[config.mk]
export PLATFORM = sky130hd
export DESIGN_NAME = hash_target_cmp
export DESIGN_NICKNAME = d
export VERILOG_FILES = /design/src/rtl/hash_target_cmp.sv
export SDC_FILE = /design/constraint.sdc
export NUM_CORES = 1
export LEC_CHECK = 0
export BUFFER_PORTS_ARGS = -buffer_cell sky130_fd_sc_hd__buf_4
export CORE_AREA = 2 2 224 226
export CTS_BUF_LIST = sky130_fd_sc_hd__clkbuf_4 sky130_fd_sc_hd__clkbuf_8 sky130_fd_sc_hd__clkbuf_16
export CTS_CLUSTER_SIZE = 14
export DETAILED_ROUTE_END_ITERATION = 10
export DIE_AREA = 0 0 226 228
export MAX_ROUTING_LAYER = met4
export PLACE_DENSITY = 0.81
export SYNTH_ARGS = -nofsm -noshare
export SYNTH_HDL_FRONTEND = slang
export SYNTH_SLANG_ARGS = --single-unit
export TNS_END_PERCENT = 10
[constraint.sdc]
create_clock -name clk -period 7.17 [get_ports clk]
set_input_delay 0.3585 -clock clk [delete_from_list [all_inputs] [get_ports clk]]
set_output_delay 0.3585 -clock clk [all_outputs]
set_load 0.05 [all_outputs]
[src/rtl/hash_target_cmp.sv]
`default_nettype none
// ============================================================================
// Module   : hash_target_cmp
// Purpose  : Captures a 256-bit digest once the upstream serial-to-parallel
//            register has been filled, compares it with the difficulty
//            target one word per cycle (most significant word first), and
//            reports hash_found plus the matching nonce over valid/ready.
// Options  : HASH_CMP_EARLY_EXIT_EN - leave COMPARE as soon as the first
//            differing word decides the outcome.
// Revision : 1.0 - initial release
// ============================================================================
module hash_target_cmp #(
    parameter int NUM_WORDS = 8,
    parameter int WORD_W    = 32
) (
    input  logic                        clk,
    input  logic                        n_rst,
    input  logic                        shift_enable,
    input  logic [NUM_WORDS*WORD_W-1:0] parallel_in,
    input  logic [NUM_WORDS*WORD_W-1:0] target,
    input  logic [31:0]                 nonce,
    input  logic                        result_ready,
    output logic                        result_valid,
    output logic                        hash_found,
    output logic [31:0]                 found_nonce,
    output logic                        busy,
    output logic                        overrun
);

    localparam int CNT_W = (NUM_WORDS > 1) ? $clog2(NUM_WORDS) : 1;
    localparam logic [CNT_W-1:0] LAST_IDX = CNT_W'(NUM_WORDS - 1);

    typedef enum logic [1:0] {
        IDLE    = 2'd0,
        COMPARE = 2'd1,
        DONE    = 2'd2
    } state_t;

    state_t                        state;
    logic [CNT_W-1:0]              word_cnt;
    logic                          digest_rdy;
    logic [CNT_W-1:0]              idx;
    logic [NUM_WORDS*WORD_W-1:0]   dig_q;
    logic [NUM_WORDS*WORD_W-1:0]   tgt_q;
    logic                          lt_q;
    logic                          gt_q;

    logic [WORD_W-1:0]             dig_words [NUM_WORDS];
    logic [WORD_W-1:0]             tgt_words [NUM_WORDS];
    logic                          word_lt;
    logic                          word_gt;
    logic                          lt_next;
    logic                          gt_next;
    logic                          finish_cmp;

    // Split the captured vectors into addressable words
    generate
        for (genvar i = 0; i < NUM_WORDS; i++) begin : g_words
            assign dig_words[i] = dig_q[i*WORD_W +: WORD_W];
            assign tgt_words[i] = tgt_q[i*WORD_W +: WORD_W];
        end
    endgenerate

    // Track upstream fill level; flag the cycle in which the full digest is present
    always_ff @(posedge clk or negedge n_rst) begin
        if (!n_rst) begin
            word_cnt   <= '0;
            digest_rdy <= 1'b0;
        end else begin
            if (shift_enable) begin
                word_cnt <= (word_cnt == LAST_IDX) ? '0 : word_cnt + CNT_W'(1);
            end
            digest_rdy <= shift_enable && (word_cnt == LAST_IDX);
        end
    end

    // Per-word unsigned compare; the first differing word locks the decision
    always_comb begin
        word_lt = dig_words[idx] < tgt_words[idx];
        word_gt = dig_words[idx] > tgt_words[idx];
        lt_next = lt_q | (~gt_q & word_lt);
        gt_next = gt_q | (~lt_q & word_gt);
`ifdef HASH_CMP_EARLY_EXIT_EN
        finish_cmp = (idx == '0) | lt_next | gt_next;
`else
        finish_cmp = (idx == '0);
`endif
    end

    // Capture / compare / report state machine with registered outputs
    always_ff @(posedge clk or negedge n_rst) begin
        if (!n_rst) begin
            state        <= IDLE;
            idx          <= '0;
            dig_q        <= '0;
            tgt_q        <= '0;
            lt_q         <= 1'b0;
            gt_q         <= 1'b0;
            result_valid <= 1'b0;
            hash_found   <= 1'b0;
            found_nonce  <= '0;
            busy         <= 1'b0;
            overrun      <= 1'b0;
        end else begin
            // A completed digest arriving while occupied is dropped
            overrun <= digest_rdy && (state != IDLE);
            case (state)
                IDLE: begin
                    if (digest_rdy) begin
                        dig_q       <= parallel_in;
                        tgt_q       <= target;
                        found_nonce <= nonce;
                        idx         <= LAST_IDX;
                        lt_q        <= 1'b0;
                        gt_q        <= 1'b0;
                        busy        <= 1'b1;
                        state       <= COMPARE;
                    end
                end
                COMPARE: begin
                    lt_q <= lt_next;
                    gt_q <= gt_next;
                    idx  <= idx - CNT_W'(1);
                    if (finish_cmp) begin
                        // lt or all-equal means digest <= target
                        result_valid <= 1'b1;
                        hash_found   <= ~gt_next;
                        state        <= DONE;
                    end
                end
                DONE: begin
                    if (result_ready) begin
                        result_valid <= 1'b0;
                        hash_found   <= 1'b0;
                        busy         <= 1'b0;
                        state        <= IDLE;
                    end
                end
                default: state <= IDLE;
            endcase
        end
    end

endmodule
`default_nettype wire

==> impl_metrics.toml, run 1 <==
[sta]
final-setup-viol-count = 0
worst_slack_ps = 2740
min_period_ps = 4430
max_freq_mhz = 226
finalSetupTns_ps = 0
rsz0062_at_grt = "false"
hold_viol = 0
clock-skew-final_ps = 13.8
relSlewSlack_pct = 13.0
worst_pin_slew_ps = 1310
fin_crit_sh_pct = 61.8
slew_viol_final = 0

[routing]
drtIter0Drc = 2779
wl_per_cell_um = 21.9
postRouteWirelength_mm = 96.8
ant_nets = 0
first_pass_iters = 8
vias = 24500
viasPerCell = 5.55
drc = 0

[finish]
layout.nets = 4267
final_core_util_pct = 75.8
syn_to_final_growth_pct = 47.7
final_common_cell = "nand2_1"
drive_gt1_share_pct = 23.3
nFillCells = 2997
multi_input_area_um2 = 10700
most-common-layout-cells = "1643 x nand2_1, 585 x buf_4, 556 x dfrtp_1"
regArea_um2 = 14000

[job]
maxCapViolations = 0

[outcome]
run_status = "finished, final reports clean"

[synth]
synth_fp_nets = 3249
syn_area_um2 = 25300
avgSynthCellArea_um2 = 9.50
syn_inst = 2665
yosysSeqAreaShare_pct = 55.3
synth-edff-count = 0
synth_warnings = 0
ys_ff_latch = 559
ys_types = 37
async_flop_share_pct = 100
synthFlopType = "dfrtp_1"

[clock_tree]
cts_sinks = 559
clock_path_buffers = 3
cts_buffers = 58
path_clk_slew_ps = 60
cts.root.buffer_cell = "clkbuf_16"
clk_latency_ps = 610
cts_resized = 0
cts_setup_buffers = 0
htree_levels = 2
cts_tree = "built"

[setup_path]
cp.arrival_ps = 4930
crit_chain = "buf_12 > mux4_2 > mux2i_1 > ha_1 > a41oi_1 > o21ai_0 > a221o_1 > o31a_1 > o31a_1"
crit_slowest_cell = "dfrtp_4"
end_kind = "flip-flop"
criticalPathCategory = "reg -> reg"
crit_fanout = 65
cpMostUsedCell = "o31a_1"
max_stage_delay_ps = 1110
startpoint_type = "flip-flop"
required_ps = 7670

[power_and_ir_drop]
leakagePower_nw = 19.0
peakVddDrop_mv = 0.332
powerDensity_nw_per_um2 = 430

[die]
dieArea_um2 = 51500
die_y_um = 228
die_x_um = 226
ios = 584
rows = 82
core_um2 = 49300
initial_core_util_pct = 51.3

[global_route]
grt_overflow = 0
antenna_found_initial = 9
grt_max_degree = 242
first_global_vias = 25700
grt_pass1_wl_mm = 148
grtUsageTotal_pct = 39.2

[place]
place_congestion = 0.980
place_hpwl_mm = 56.9
dpl_worst_slack_ps = 2850
io_buffers = 583

[hold_path]
hold_class = "in -> reg"
[routing by layer]
layer | part of all wire [%] | wire length (um) | track usage (%) | vias up
met1 | 39 | 37600 | 51.1 | 12000
met4 | 5.5 | 5360 | 19.1 | 0
met2 | 46 | 44100 | 58.0 | 1566
met5 | 0 | 0 | - | -
li1 | - | - | - | 10600
met3 | 10 | 9780 | 9.34 | 368
[power breakdown]
group / switching [mW] / internal (mW) / leakage, nW
Clock: 1.31 / 1.96 / 1.03
Combinational: 3.61 / 3.10 / 11.3
Sequential: 1.32 / 4.76 / 6.72
[logic make-up after synthesis]
kind of cell,Yosys count,share of synthesized area (%)
AND/OR/NAND/NOR,1678,25.2
flip-flops,559,55.3
adder cells (fa/ha/maj),36,1.78
AO/OA/AOI/OAI,37,0.895
multiplexers,195,14.2
buffers and inverters,160,2.68
[synthesized netlist by cell type, drive strengths merged, types with 5 or more instances]
master  instances  area (um^2)
a21oi          15         75.1
mux2           35          394
nor2            5         18.8
ha             36          450
mux4          128         2880
buf            74          355
nand2        1644         6170
nor2b           6         37.5
clkbuf         83          313
mux2i          32          320
dfrtp         559        14000
nand4           8         50.1
o21ai           8         40.0
[registers in the layout, indices dropped and copies added, names as in the netlist]
| signal | count |
|---|---|
| digest_rdy | 1 |
| state | 2 |
| idx | 3 |
| word_cnt | 3 |
| tgt_q | 256 |
| gt_q | 1 |
| hash_found | 1 |
| result_valid | 1 |
| found_nonce | 32 |
| overrun | 1 |
| lt_q | 1 |
| busy | 1 |
| dig_q | 256 |
[what timing repair did]
item	in CTS	in global routing
hold endpoints to repair	645	0
setup endpoints to repair	0	0
hold buffers	520	0
[final timing paths]
kind	start	endpoint	slack, ps	cells after the start
worst max-delay path	idx[0]	gt_q	2740	9
worst min-delay path	target[95]	tgt_q[95]	10	3
worst max register to register	idx[0]	gt_q	2740	9
worst min register to register	dig_q[204]	dig_q[204]	470	2
max in group asynchronous	n_rst	tgt_q[131]	5250	3
min in group asynchronous	n_rst	dig_q[152]	460	2
[critical path, delay by kind of cell, from the launching register on]
kind,cells,cell delay [ps]
muxes,2,910
DFF,1,1110
buffers and inverters,1,490
AOI/OAI and AO/OA,5,1340
adders and majority gates,1,360
[metrics by stage]
step / cells / instance area (um^2) / power (mW) / hold WS [ps]
final: 4410 / 37400 / 16.1 / 11.4
after global routing: 4410 / 37400 / 16.9 / 7.85
after CTS: 4401 / 37400 / 15.6 / 0.195
after detailed placement: 3775 / 30100 / 12.1 / 458
after global placement: 3775 / 30100 / 11.7 / 452
after floorplan: 2665 / 25300 / 9.99 / 62.9
[cell type report]
cell class / instances / share of cell area, %
Antenna cell: 9 / 0.0602
Clock buffer: 86 / 4.85
Clock inverter: 20 / 0.703
Inverter: 3 / 0.0301
Multi-Input combinational cell: 1946 / 28.5
Sequential cell: 559 / 37.4
Tap cell: 672 / 2.25
Timing Repair Buffer: 1115 / 26.2
(Power assumes the default switching activity.)
==> run 2, diff against run 1 <==
- ABC_AREA: unset -> 1
- CORE_AREA: 2 2 224 226 -> unset
- CORE_ASPECT_RATIO: unset -> 1.4
- CORE_MARGIN: unset -> 1
- CORE_UTILIZATION: unset -> 49
- DIE_AREA: 0 0 226 228 -> unset
- PLACE_DENSITY: 0.81 -> 0.8
- clock period: 7.17 -> 3.8 ns (I/O delays scaled with it)
==> run 2 against run 1 <==
Effect of this change:
- core utilization shrank 2.4 points
- clock power increased by 83%
- cell area is 2.3% higher
- largest cell class unchanged
- highest routed layer unchanged
- final cell count grew 17%
- hold slack better by 280 ps
- power grew 96%
- global-route usage up 6.0 points
- area after synthesis increased by 2.4%
- synthesized cell count rose by 25%
- sequential power up 84%
- non-clock buffer count increased by 62
- flip-flop and latch count stayed put
==> impl_metrics.toml, run 2 <==
[hold_path]
hold_class = "in -> async"

[sta]
hold_slack_ps = 287
hold_viol = 0
relSlewSlack_pct = 33.2
min_period_ps = 3370
rsz0062_at_grt = "false"
finalSetupTns_ps = 0
fin_crit_sh_pct = 88.7
final-setup-viol-count = 0
slew_viol_final = 0
max_freq_mhz = 297
worst_pin_slew_ps = 1000
clock-skew-final_ps = 24.8

[synth]
ys_ff_latch = 559
yosysSeqAreaShare_pct = 54.0
synth_fp_nets = 3927
synthFlopType = "dfrtp_1"
ys_types = 30
synth_warnings = 0
synth_most_common_cell = "nand2_1"
synth_top_area_share_pct = 54.0
syn_area_um2 = 25900
synth_commonest_cells = "1688 x nand2_1, 559 x dfrtp_1, 347 x nor2_1"
synth_area_leader_cell = "dfrtp_1"
async_flop_share_pct = 100
syn_inst = 3343
synth-edff-count = 0
avgSynthCellArea_um2 = 7.75
synth_area_leaders = "dfrtp_1 54%, nand2_1 24%, o21ai_0 5.1%"

[die]
ios = 584
die_y_um = 274
die_x_um = 196
initial_core_util_pct = 49.7
core_um2 = 52100
rows = 99
dieArea_um2 = 53800

[clock_tree]
cts_tree = "built"
cts.root.buffer_cell = "clkbuf_16"
path_clk_slew_ps = 70
cts_sinks = 559
htree_levels = 2
clock_path_buffers = 3
clk_latency_ps = 630
cts_setup_buffers = 0
cts_buffers = 54

[place]
place_congestion = 0.963
placed_cell_area_um2 = 30700
io_buffers = 583
place_hpwl_mm = 66.2

[global_route]
first_global_vias = 30000
grtUsageTotal_pct = 45.2
grt_pass1_wl_mm = 175
grt_max_degree = 204
antenna_found_initial = 31
grt_overflow = 0

[setup_path]
reg2reg_setup_slack_ps = 430
max_stage_delay_ps = 560
criticalPathCategory = "reg -> reg"
cpMostUsedCell = "nand2_1"
required_ps = 4300
startpoint_type = "flip-flop"
crit_chain = "inv_8 > buf_12 > o21ai_0 > o22ai_1 > nor2_1 > a31oi_1 > ha_1 > nand2_1 > nor2_1 > nand4_1 > nor2_1 > nand3b_1 > nand2_1 > nand2_1 > nand3_1 > nand2_1"
cp.arrival_ps = 3870
endpoint = "gt_q"
end_kind = "flip-flop"
ff2ff_path_depth = 16
worst_setup_path_startpoint = "idx[0]"
crit_slowest_cell = "dfrtp_4"
r2r_end = "gt_q"
r2r_start = "idx[0]"
crit_fanout = 62

[power_and_ir_drop]
finalPower_mw = 31.5
peakVddDrop_mv = 0.774
leakagePower_nw = 19.5
powerDensity_nw_per_um2 = 824

[job]
maxCapViolations = 0

[routing]
drc = 0
first_pass_iters = 7
drtIter0Drc = 3022
vias = 29300
postRouteWirelength_mm = 118
viasPerCell = 5.68
wl_per_cell_um = 22.9
ant_nets = 0

[finish]
syn_to_final_growth_pct = 47.6
most-common-layout-cells = "1687 x nand2_1, 608 x buf_4, 556 x dfrtp_1"
layout.nets = 4941
reg_top3 = "dig_q: 256 flops, tgt_q: 256 flops, found_nonce: 32 flops"
final_core_util_pct = 73.4
final_area_um2 = 38300
final_common_cell = "nand2_1"
drive_gt1_share_pct = 17.2
nFillCells = 3495
multi_input_area_um2 = 10800
regArea_um2 = 14000

[outcome]
run_status = "finished, final reports clean"
-- run 2: worst min path at each step --
stage	depth (start not counted)	to	slack, ps
floorplan	0	busy	-110
global placement	3	found_nonce[4]	380
detailed placement	1	dig_q[142]	390
CTS	4	dig_q[219]	280
global route	4	tgt_q[16]	330
finish	2	dig_q[245]	290
-- run 2: metal layers --
layer	up-vias	share of wire [%]	track usage [%]
met1	13700	34	47.9
li1	12600	-	-
met4	0	9.7	36.1
met3	776	9.5	12.8
met2	2124	47	70.9
met5	-	0	-
-- run 2: critical path, delay by kind of cell, from the launching register on --
family | cells | cell delay, ps
and+or+nand+nor | 10 | 920
AOI/OAI and AO/OA | 3 | 870
buffers and inverters | 2 | 610
DFF | 1 | 560
adders and majority gates | 1 | 230
-- run 2: cell families after synthesis --
logic type	count (synthesis)	share of synthesized area (%)
and+or+nand+nor	2062	30.1
DFF	559	54.0
AOI/OAI and AO/OA	441	9.48
buffers and inverters	242	4.58
adders and majority gates	36	1.74
muxes	2	0.0869
xor gates and xnor gates	1	0.0338
-- run 2: power by group --
part	internal [mW]	switching, mW	total (mW)
Sequential	8.98	2.21	11.2
Clock	3.51	2.46	5.97
Combinational	4.96	9.42	14.4
Total	17.4	14.1	31.5
-- run 2: final cells by class --
type | count | share of cell area, %
diodes | 43 | 0.281
clock buffers | 79 | 4.36
clock inverters | 19 | 0.723
inverters | 23 | 0.271
multi-input cells | 2542 | 28.1
flip-flops and latches | 559 | 36.6
well taps | 707 | 2.31
repair buffers | 1177 | 27.4
-- run 2: per-stage QoR --
step / instances / setup WS (ps)
finish: 5149 / 429
global route: 5138 / 317
CTS: 5106 / 524
detailed placement: 4461 / 546
global placement: 4461 / 489
floorplan: 3343 / 1440
-- run 2: repair_timing --
action / 4_1_cts / 5_1_grt
hold endpoints to repair: 661 / 0
gates resized for setup: 0 / 0
hold buffers: 547 / 0
